$ cat config.mk
export PLATFORM = sky130hd
export DESIGN_NAME = hram_wb_arbiter
export DESIGN_NICKNAME = d
export VERILOG_FILES = /design/src/rtl/hram_wb_arbiter.sv
export SDC_FILE = /design/constraint.sdc
export NUM_CORES = 1
export LEC_CHECK = 0
export CAP_MARGIN = 20
export CORE_AREA = 2 2 173 175
export DETAILED_ROUTE_END_ITERATION = 12
export DIE_AREA = 0 0 175 177
export GPL_TIMING_DRIVEN = 0
export PLACE_DENSITY = 0.46
export REMOVE_ABC_BUFFERS = 1
export SETUP_SLACK_MARGIN = 0.5
export SLEW_MARGIN = 20
export SYNTH_ARGS = -nofsm -noshare
export SYNTH_HDL_FRONTEND = slang
export SYNTH_SLANG_ARGS = --single-unit
$ cat constraint.sdc
create_clock -name wb_clk_i -period 2.7 [get_ports wb_clk_i]
set_input_delay 0.27 -clock wb_clk_i [delete_from_list [all_inputs] [get_ports wb_clk_i]]
set_output_delay 0.27 -clock wb_clk_i [all_outputs]
set_load 0.005 [all_outputs]
$ cat src/rtl/hram_wb_arbiter.sv
// Three-master Wishbone arbiter in front of the HyperRAM controller: round-robin
// grant with no preemption, combinational owner pass-through, watchdog abort.
module hram_wb_arbiter #(
    parameter int AW      = 32,
    parameter int TIMEOUT = 1023
) (
    input  logic          wb_clk_i,
    input  logic          wb_rst_i,

    input  logic [AW-1:0] m0_adr_i,
    input  logic [31:0]   m0_dat_i,
    output logic [31:0]   m0_dat_o,
    input  logic [3:0]    m0_sel_i,
    input  logic          m0_we_i,
    input  logic [2:0]    m0_cti_i,
    input  logic [1:0]    m0_bte_i,
    input  logic          m0_cyc_i,
    input  logic          m0_stb_i,
    output logic          m0_ack_o,
    output logic          m0_err_o,

    input  logic [AW-1:0] m1_adr_i,
    input  logic [31:0]   m1_dat_i,
    output logic [31:0]   m1_dat_o,
    input  logic [3:0]    m1_sel_i,
    input  logic          m1_we_i,
    input  logic [2:0]    m1_cti_i,
    input  logic [1:0]    m1_bte_i,
    input  logic          m1_cyc_i,
    input  logic          m1_stb_i,
    output logic          m1_ack_o,
    output logic          m1_err_o,

    input  logic [AW-1:0] m2_adr_i,
    input  logic [31:0]   m2_dat_i,
    output logic [31:0]   m2_dat_o,
    input  logic [3:0]    m2_sel_i,
    input  logic          m2_we_i,
    input  logic [2:0]    m2_cti_i,
    input  logic [1:0]    m2_bte_i,
    input  logic          m2_cyc_i,
    input  logic          m2_stb_i,
    output logic          m2_ack_o,
    output logic          m2_err_o,

    output logic [AW-1:0] s_adr_o,
    output logic [31:0]   s_dat_o,
    output logic [3:0]    s_sel_o,
    output logic          s_we_o,
    output logic [2:0]    s_cti_o,
    output logic [1:0]    s_bte_o,
    output logic          s_cyc_o,
    output logic          s_stb_o,
    input  logic [31:0]   s_dat_i,
    input  logic          s_ack_i,
    input  logic          s_err_i,

    output logic [2:0]    grant_o,
    output logic          timeout_o
);
    localparam int          NUM_M = 3;
    localparam logic [15:0] WD_LIM = 16'(TIMEOUT);

    typedef enum logic [1:0] {IDLE, BUSY, ABORT} state_t;

    typedef struct packed {
        logic [AW-1:0] adr;
        logic [31:0]   dat;
        logic [3:0]    sel;
        logic          we;
        logic [2:0]    cti;
        logic [1:0]    bte;
        logic          cyc;
        logic          stb;
    } wb_req_t;

    typedef struct packed {
        logic [31:0] dat;
        logic        ack;
        logic        err;
    } wb_rsp_t;

    wb_req_t [NUM_M-1:0] req;
    wb_rsp_t [NUM_M-1:0] rsp;
    wb_req_t             own_req;
    logic [NUM_M-1:0]    cyc_vec;

    state_t      state;
    logic [1:0]  owner;
    logic [1:0]  last_owner;
    logic [15:0] wdog;
    logic [1:0]  rr_pick;
    logic        rr_hit;
    logic        slv_resp;

    assign req[0] = '{adr: m0_adr_i, dat: m0_dat_i, sel: m0_sel_i, we: m0_we_i,
                      cti: m0_cti_i, bte: m0_bte_i, cyc: m0_cyc_i, stb: m0_stb_i};
    assign req[1] = '{adr: m1_adr_i, dat: m1_dat_i, sel: m1_sel_i, we: m1_we_i,
                      cti: m1_cti_i, bte: m1_bte_i, cyc: m1_cyc_i, stb: m1_stb_i};
    assign req[2] = '{adr: m2_adr_i, dat: m2_dat_i, sel: m2_sel_i, we: m2_we_i,
                      cti: m2_cti_i, bte: m2_bte_i, cyc: m2_cyc_i, stb: m2_stb_i};

    assign cyc_vec  = {m2_cyc_i, m1_cyc_i, m0_cyc_i};
    assign own_req  = req[owner];
    assign slv_resp = s_ack_i | s_err_i;

    function automatic logic [1:0] rr_idx(input logic [1:0] base, input int step);
        int sum;
        sum = (int'(base) + step) % NUM_M;
        return sum[1:0];
    endfunction

    // Scan farthest-first so the nearest requester after last_owner wins.
    always_comb begin
        rr_pick = 2'd0;
        rr_hit  = 1'b0;
        for (int k = NUM_M; k >= 1; k--) begin
            if (cyc_vec[rr_idx(last_owner, k)]) begin
                rr_pick = rr_idx(last_owner, k);
                rr_hit  = 1'b1;
            end
        end
    end

    always_ff @(posedge wb_clk_i or posedge wb_rst_i) begin
        if (wb_rst_i) begin
            state      <= IDLE;
            owner      <= 2'd0;
            last_owner <= 2'd2;
            wdog       <= 16'd0;
            grant_o    <= 3'b000;
            timeout_o  <= 1'b0;
        end else begin
            timeout_o <= 1'b0;
            unique case (state)
                IDLE: begin
                    if (rr_hit) begin
                        state   <= BUSY;
                        owner   <= rr_pick;
                        grant_o <= 3'b001 << rr_pick;
                        wdog    <= 16'd0;
                    end
                end
                BUSY: begin
                    // A response on the terminal cycle still beats the abort.
                    if (!own_req.cyc) begin
                        state      <= IDLE;
                        last_owner <= owner;
                        grant_o    <= 3'b000;
                    end else if (slv_resp) begin
                        wdog <= 16'd0;
                    end else if (wdog >= WD_LIM) begin
                        state     <= ABORT;
                        timeout_o <= 1'b1;
                    end else if (own_req.stb) begin
                        wdog <= wdog + 16'd1;
                    end
                end
                ABORT: begin
                    if (!own_req.cyc) begin
                        state      <= IDLE;
                        last_owner <= owner;
                        grant_o    <= 3'b000;
                        wdog       <= 16'd0;
                    end
                end
                default: state <= IDLE;
            endcase
        end
    end

    always_comb begin
        s_adr_o = '0;
        s_dat_o = 32'd0;
        s_sel_o = 4'd0;
        s_we_o  = 1'b0;
        s_cti_o = 3'd0;
        s_bte_o = 2'd0;
        s_cyc_o = 1'b0;
        s_stb_o = 1'b0;
        if (state == BUSY) begin
            s_adr_o = own_req.adr;
            s_dat_o = own_req.dat;
            s_sel_o = own_req.sel;
            s_we_o  = own_req.we;
            s_cti_o = own_req.cti;
            s_bte_o = own_req.bte;
            s_cyc_o = own_req.cyc;
            s_stb_o = own_req.stb;
        end
    end

    // Return path: only the granted master sees data/ack/err; abort err lasts
    // exactly as long as the timeout pulse.
    for (genvar i = 0; i < NUM_M; i++) begin : g_rsp
        logic sel_busy;
        logic sel_abort;
        assign sel_busy  = (state == BUSY)  && grant_o[i];
        assign sel_abort = (state == ABORT) && grant_o[i];
        assign rsp[i] = '{dat: sel_busy ? s_dat_i : 32'd0,
                          ack: sel_busy & s_ack_i,
                          err: (sel_busy & s_err_i) | (sel_abort & timeout_o)};
    end

    assign m0_dat_o = rsp[0].dat;
    assign m0_ack_o = rsp[0].ack;
    assign m0_err_o = rsp[0].err;
    assign m1_dat_o = rsp[1].dat;
    assign m1_ack_o = rsp[1].ack;
    assign m1_err_o = rsp[1].err;
    assign m2_dat_o = rsp[2].dat;
    assign m2_ack_o = rsp[2].ack;
    assign m2_err_o = rsp[2].err;

endmodule
Yosys cells after proc, flatten, opt, wreduce, memory -nomap -nowiden
Index checks and enable logic that the tools add are counted.
Cells by class
  $add $sub $neg: 4
  reduce and logical (&&, ||, !) cells: 15
  bitwise logic cells: 14
  equal/unequal tests: 10
  shift operators: 1
  muxes and demuxes: 45
  $lt $le $gt $ge: 5
  divide/modulo/power cells: 3
Operators by type and width (count)
  32-bit two-way mux: 5
  76-bit binary-select mux with 2-bit select: 1
  32-bit by 3-bit remainder unit with 32-bit output, second input constant: 3
  16-bit two-way mux: 6
  76-bit two-way mux: 1
  16-bit case mux with 3 select lines: 1
  2-bit two-way mux: 9
  16-bit by 1-bit adder with 16-bit output, second input constant: 1
  16-bit by 10-bit greater-or-equal comparator with 1-bit output, second input constant: 1
  1-bit two-way mux: 13
  2-bit by 3-bit less-than comparator with 1-bit output, second input constant: 4
  3-bit inequality test, second input constant: 4
  1-bit AND: 9
  3-bit two-way mux: 3
  2-bit inequality test, second input constant: 4
  2-bit by 2-bit adder with 3-bit output, second input constant: 2
  1-bit binary-select mux with 2-bit select: 3
  1-bit logical AND: 6
  2-bit case mux with 3 select lines: 1
  3-bit case mux with 2 select lines: 1
  6-bit AND reduction: 1
  4-bit two-way mux: 1
  1-bit OR: 4
  2-bit AND reduction: 2
  11 further kinds: 11
Storage, ports and cells
  output and inout port bits: 182
  register bits: 26

Longest topological paths before layout
  depth after elaboration: 10
  mapped depth: 9

Worst setup path after synthesis
Ideal clock, no wire load.
  path kind: reg2reg
  from: reg last_owner[1]
  to: reg wdog[8]
  setup time: 0.069 ns
  path slack: 0.417 ns
  buffers on the path: 0
  data arrival time: 2.214 ns
  required time: 2.631 ns
  clock period less this slack: 2.283 ns
  stages on the path, launching flop included: 8
  cells stage by stage: dfstp_2 > ha_1 > nor3_1 > o21ai_0 > a31oi_1 > a2111o_1 > or4_1 > nand3_1
Between the ends
  word-level cells in the longest chain between the ends: 9
  elaborated cells between the ends (all ways): 17
  those cells by class: add/sub: 3; div: 3; eq/ne: 1; mux: 9; reduce/logical: 1
Ends and longest elaborated chain
  start: declaration: line 90  | logic [1:0] last_owner;
  start signal: assignment: line 148  | last_owner <= owner;
  start signal: assignment: line 162  | last_owner <= owner;
  2-bit by 2-bit adder with 3-bit output: line 109  | sum = (int'(base) + step) % NUM_M;
  32-bit by 3-bit remainder unit with 32-bit output: line 109
  1-bit binary-select mux with 2-bit select: line 118  | if (cyc_vec[rr_idx(last_owner, k)]) begin
  1-bit two-way mux (not written as such): line 118
  1-bit two-way mux (2 in series): line 118
  1-bit two-way mux (*): line 118
  2-bit inequality test (no line) (*)
  6-bit AND reduction (no line) (*)
  end signal: assignment: line 156  | wdog <= wdog + 16'd1;
  end: declaration: line 91  | logic [15:0] wdog;
Every way passes the cells marked *; elsewhere a longest branch is shown, timed or not. The select of a mux whose other input is x is not followed.
A chain may end at the register's enable or synchronous reset.

Worst setup path after layout
  from: reg owner[0]
  to: out s_adr_o[16]
Between the ends
  word-level cells in the longest chain between the ends: 3
Ends and longest elaborated chain
  start: declaration: line 89  | logic [1:0] owner;
  start signal: assignment: line 139  | owner <= rr_pick;
  76-bit binary-select mux with 2-bit select: line 104  | assign own_req = req[owner];
  76-bit two-way mux (not written as such): line 104
  32-bit two-way mux: line 181  | if (state == BUSY) begin
  end: declaration: line 46  | output logic [AW-1:0] s_adr_o,
No other way between the ends. The select of a mux whose other input is x is not followed.

==> results.toml <==
[outcome]
status = "finished clean"

[detailed_routing]
via_per_inst = 4.32
firstDrtPassIters = 5
wl_um = 30800
routedWlPerCell_um = 20.5
final_antenna_net_count = 0
drc = 0
drt_first_iter_violations = 366
vias = 6492

[layout]
diodes = 0
nNetsFinal = 1386
area_growth_pct = 153
final_area_um2 = 10800
drive_gt1_share_pct = 23.6

[yosys]
synth.avg_cell_area_um2 = 6.88
synthArstFlopShare_pct = 100
yosys-top-cells-count = "101 x and3_1, 87 x nand2_1, 85 x o21ai_0"
synth_edf_count = 0
synth_ff_type = "dfrtp_1"
ys_ff_latch = 26
yosysUniqueCellTypes = 43
yosys_warnings = 0
netlist_area_um2 = 4250
synth_most_common_cell = "and3_1"
synth_area_leaders = "mux2i_1 18%, and3_1 15%, dfrtp_1 15%, and2_1 12%, o21ai_0 10%"
syn_inst = 617
yosysSeqAreaShare_pct = 15.3
yosysTopAreaCell = "mux2i_1"
synth.top_cell.area_share_pct = 18.1

[worst_setup_path]
path_class = "register to output pin"
crit_required_ns = 2.43
rr_worst_depth = 7
r2r_start = "last_owner[1]$_DFFE_PP1P_"
crit_fanout = 6
cp.arrival_ns = 2.12
end_kind = "output pin"
r2r_setup_slack_ns = 0.35
startpoint_type = "register"
r2r-end = "wdog[4]$_DFFE_PP0P_"

[global_route]
antenna_found_initial = 0
grt_pass1_wl_um = 41500
grt_overflow = 0
grt_max_degree = 45
groute.usage.overall_pct = 17.6
grt_pass1_vias = 6095

[placement]
dp_slack_ns = -0.279
io_buffers = 445
gp_congestion = 0.734
placed_cell_area_um2 = 9200
place.detailed.hpwl_um = 20700

[floorplan]
core_um2 = 29200
initial_core_util_pct = 14.5
die_y_um = 177
die_w_um = 175
boundaryPins = 446
fp-row-count = 63
dieArea_um2 = 31000

[power_and_ir_drop]
p_switching_uw = 3560
ir_drop_mv = 0.611
combPwrFrac_pct = 86.2
p_leak_uw = 0.00580
internal-power_uw = 4880
p_clk_share_pct = 5.3
switching_share_pct = 42.2
powerDensity_nw_per_um2 = 784
seqPwrFrac_pct = 8.5
total_power_uw = 8430

[clock_network]
ctsLongestPathBuffers = 2
clock-root-buffer = "clkbuf_16"
cts-buffers-inserted = 3
clk-insertion-delay-late_ns = 0.27
htree_levels = 1
ctsHoldBuffers = 0
clkTransAtPathRegs_ns = 0.07
cts_tree = "yes"
cts_sinks = 26

[timing]
hold_viol_final = 0
slew_violations = 0
timing.hold.ws_ns = 0.402
clock_skew_ns = 0.00837
max_slew.worst_pin.slew_ns = 0.617
maxSlewHeadroom_pct = 58.8
setup_slack_ns = 0.306
max_freq_mhz = 418
finalSetupViolCount = 0
finalCritPeriodShare_pct = 88.7
rsz0062_at_grt = "yes"
period_needed_ns = 2.39

[min_path]
hold_class = "input pin to asynchronous set/reset pin"

[job]
drv_cap = 0
## how the worst max path moves through the flow
stage                          from             endpoint  slack (ns)  cells after the start
2_1_floorplan  owner[1]$_DFFE_PP0P_  wdog[4]$_DFFE_PP0P_       -3.77                      5
3_3_place_gp   owner[1]$_DFFE_PP0P_  wdog[7]$_DFFE_PP0P_       -9.12                      5
3_5_place_dp               m1_cyc_i  wdog[5]$_DFFE_PP0P_       -0.28                      7
4_1_cts        owner[0]$_DFFE_PP0P_           s_cti_o[1]        0.28                     10
5_1_grt        wdog[10]$_DFFE_PP0P_  wdog[4]$_DFFE_PP0P_        0.25                      6
6_report       owner[0]$_DFFE_PP0P_          s_adr_o[16]        0.31                     11
## per-stage QoR
| step | util [%] | setup TNS (ns) | instances |
|---|---|---|---|
| after global placement | 30.7 | -1155.74 | 1396 |
| after detailed placement | 31.5 | -6.71 | 1404 |
| after CTS | 34.7 | 0 | 1472 |
| final | 36.8 | 0 | 1503 |
| after floorplan | - | -344.44 | 561 |
| after global routing | 36.8 | 0 | 1503 |
## power groups by stage
stage | Sequential (µW) | Clock [µW] | Combinational, µW
after floorplan | 797 | 0 | 2120
after global placement | 1070 | 0 | 4440
after detailed placement | 809 | 0 | 5240
after CTS | 708 | 455 | 6690
after global routing | 742 | 471 | 7770
final | 714 | 447 | 7270
## cell type report
type | count | area [µm²]
Clock buffer | 3 | 75.1
Clock inverter | 1 | 30.0
Fill cell | 3026 | 18500
Inverter | 10 | 37.5
Multi-Input combinational cell | 525 | 3690
Sequential cell | 26 | 666
Tap cell | 390 | 488
Timing Repair Buffer | 548 | 5770
## registers in the layout, indices dropped and copies added (netlist names)
signal      flops
grant_o         3
last_owner      2
timeout_o       1
owner           2
wdog           16
state           2
## cells in the final DEF (no fill, tap or decap), types with 32 or more instances in the layout
cell type        instances
mux2i_1                 73
dlymetal6s2s_1          61
and2_1                  74
o21ai_1                 32
nand2_1                 64
buf_4                   49
clkdlybuf4s50_1        287
buf_2                   46
and3_1                 100
o21ai_0                 39
## per-layer routing
layer / track usage, % / up-vias / routed length, µm
met5: 0 / - / 0
met4: 1.49 / 0 / 101
met1: 22.3 / 3078 / 12800
met2: 32.7 / 225 / 16100
li1: - / 3181 / -
met3: 2.62 / 8 / 1860
## logic make-up (layout without fill, tap and decap cells)
kind of cell             after synthesis  in the layout  share of synthesized area (%)
adder cells (fa/ha/maj)                8              8                           2.36
AO/OA/AOI/OAI                        122            122                           16.8
multiplexers                          81             81                           19.2
buffers and inverters                 66            562                           5.95
AND/OR/NAND/NOR                      314            314                           40.3
flip-flops                            26             26                           15.3
## timing repair
| item | 4_1_cts | 5_1_grt |
|---|---|---|
| setup buffers | 51 | 26 |
| gates resized for setup | 328 | 213 |
| gates cloned | 13 | 5 |
| pin swaps | 34 | 61 |
| endpoints found under the setup margin | 197 | 168 |
## worst max-delay path, cell delays in order (launching register included)
cell and delay (ns):
dfrtp_4 0.53, nor2b_4 0.16, clkbuf_16 0.15, buf_12 0.12, buf_16 0.14, buf_12 0.13
buf_16 0.13, buf_6 0.11, nand2_4 0.04, o21ai_1 0.05, and2_1 0.15, buf_2 0.12
No activity file was read; power rests on OpenSTA's default activity.
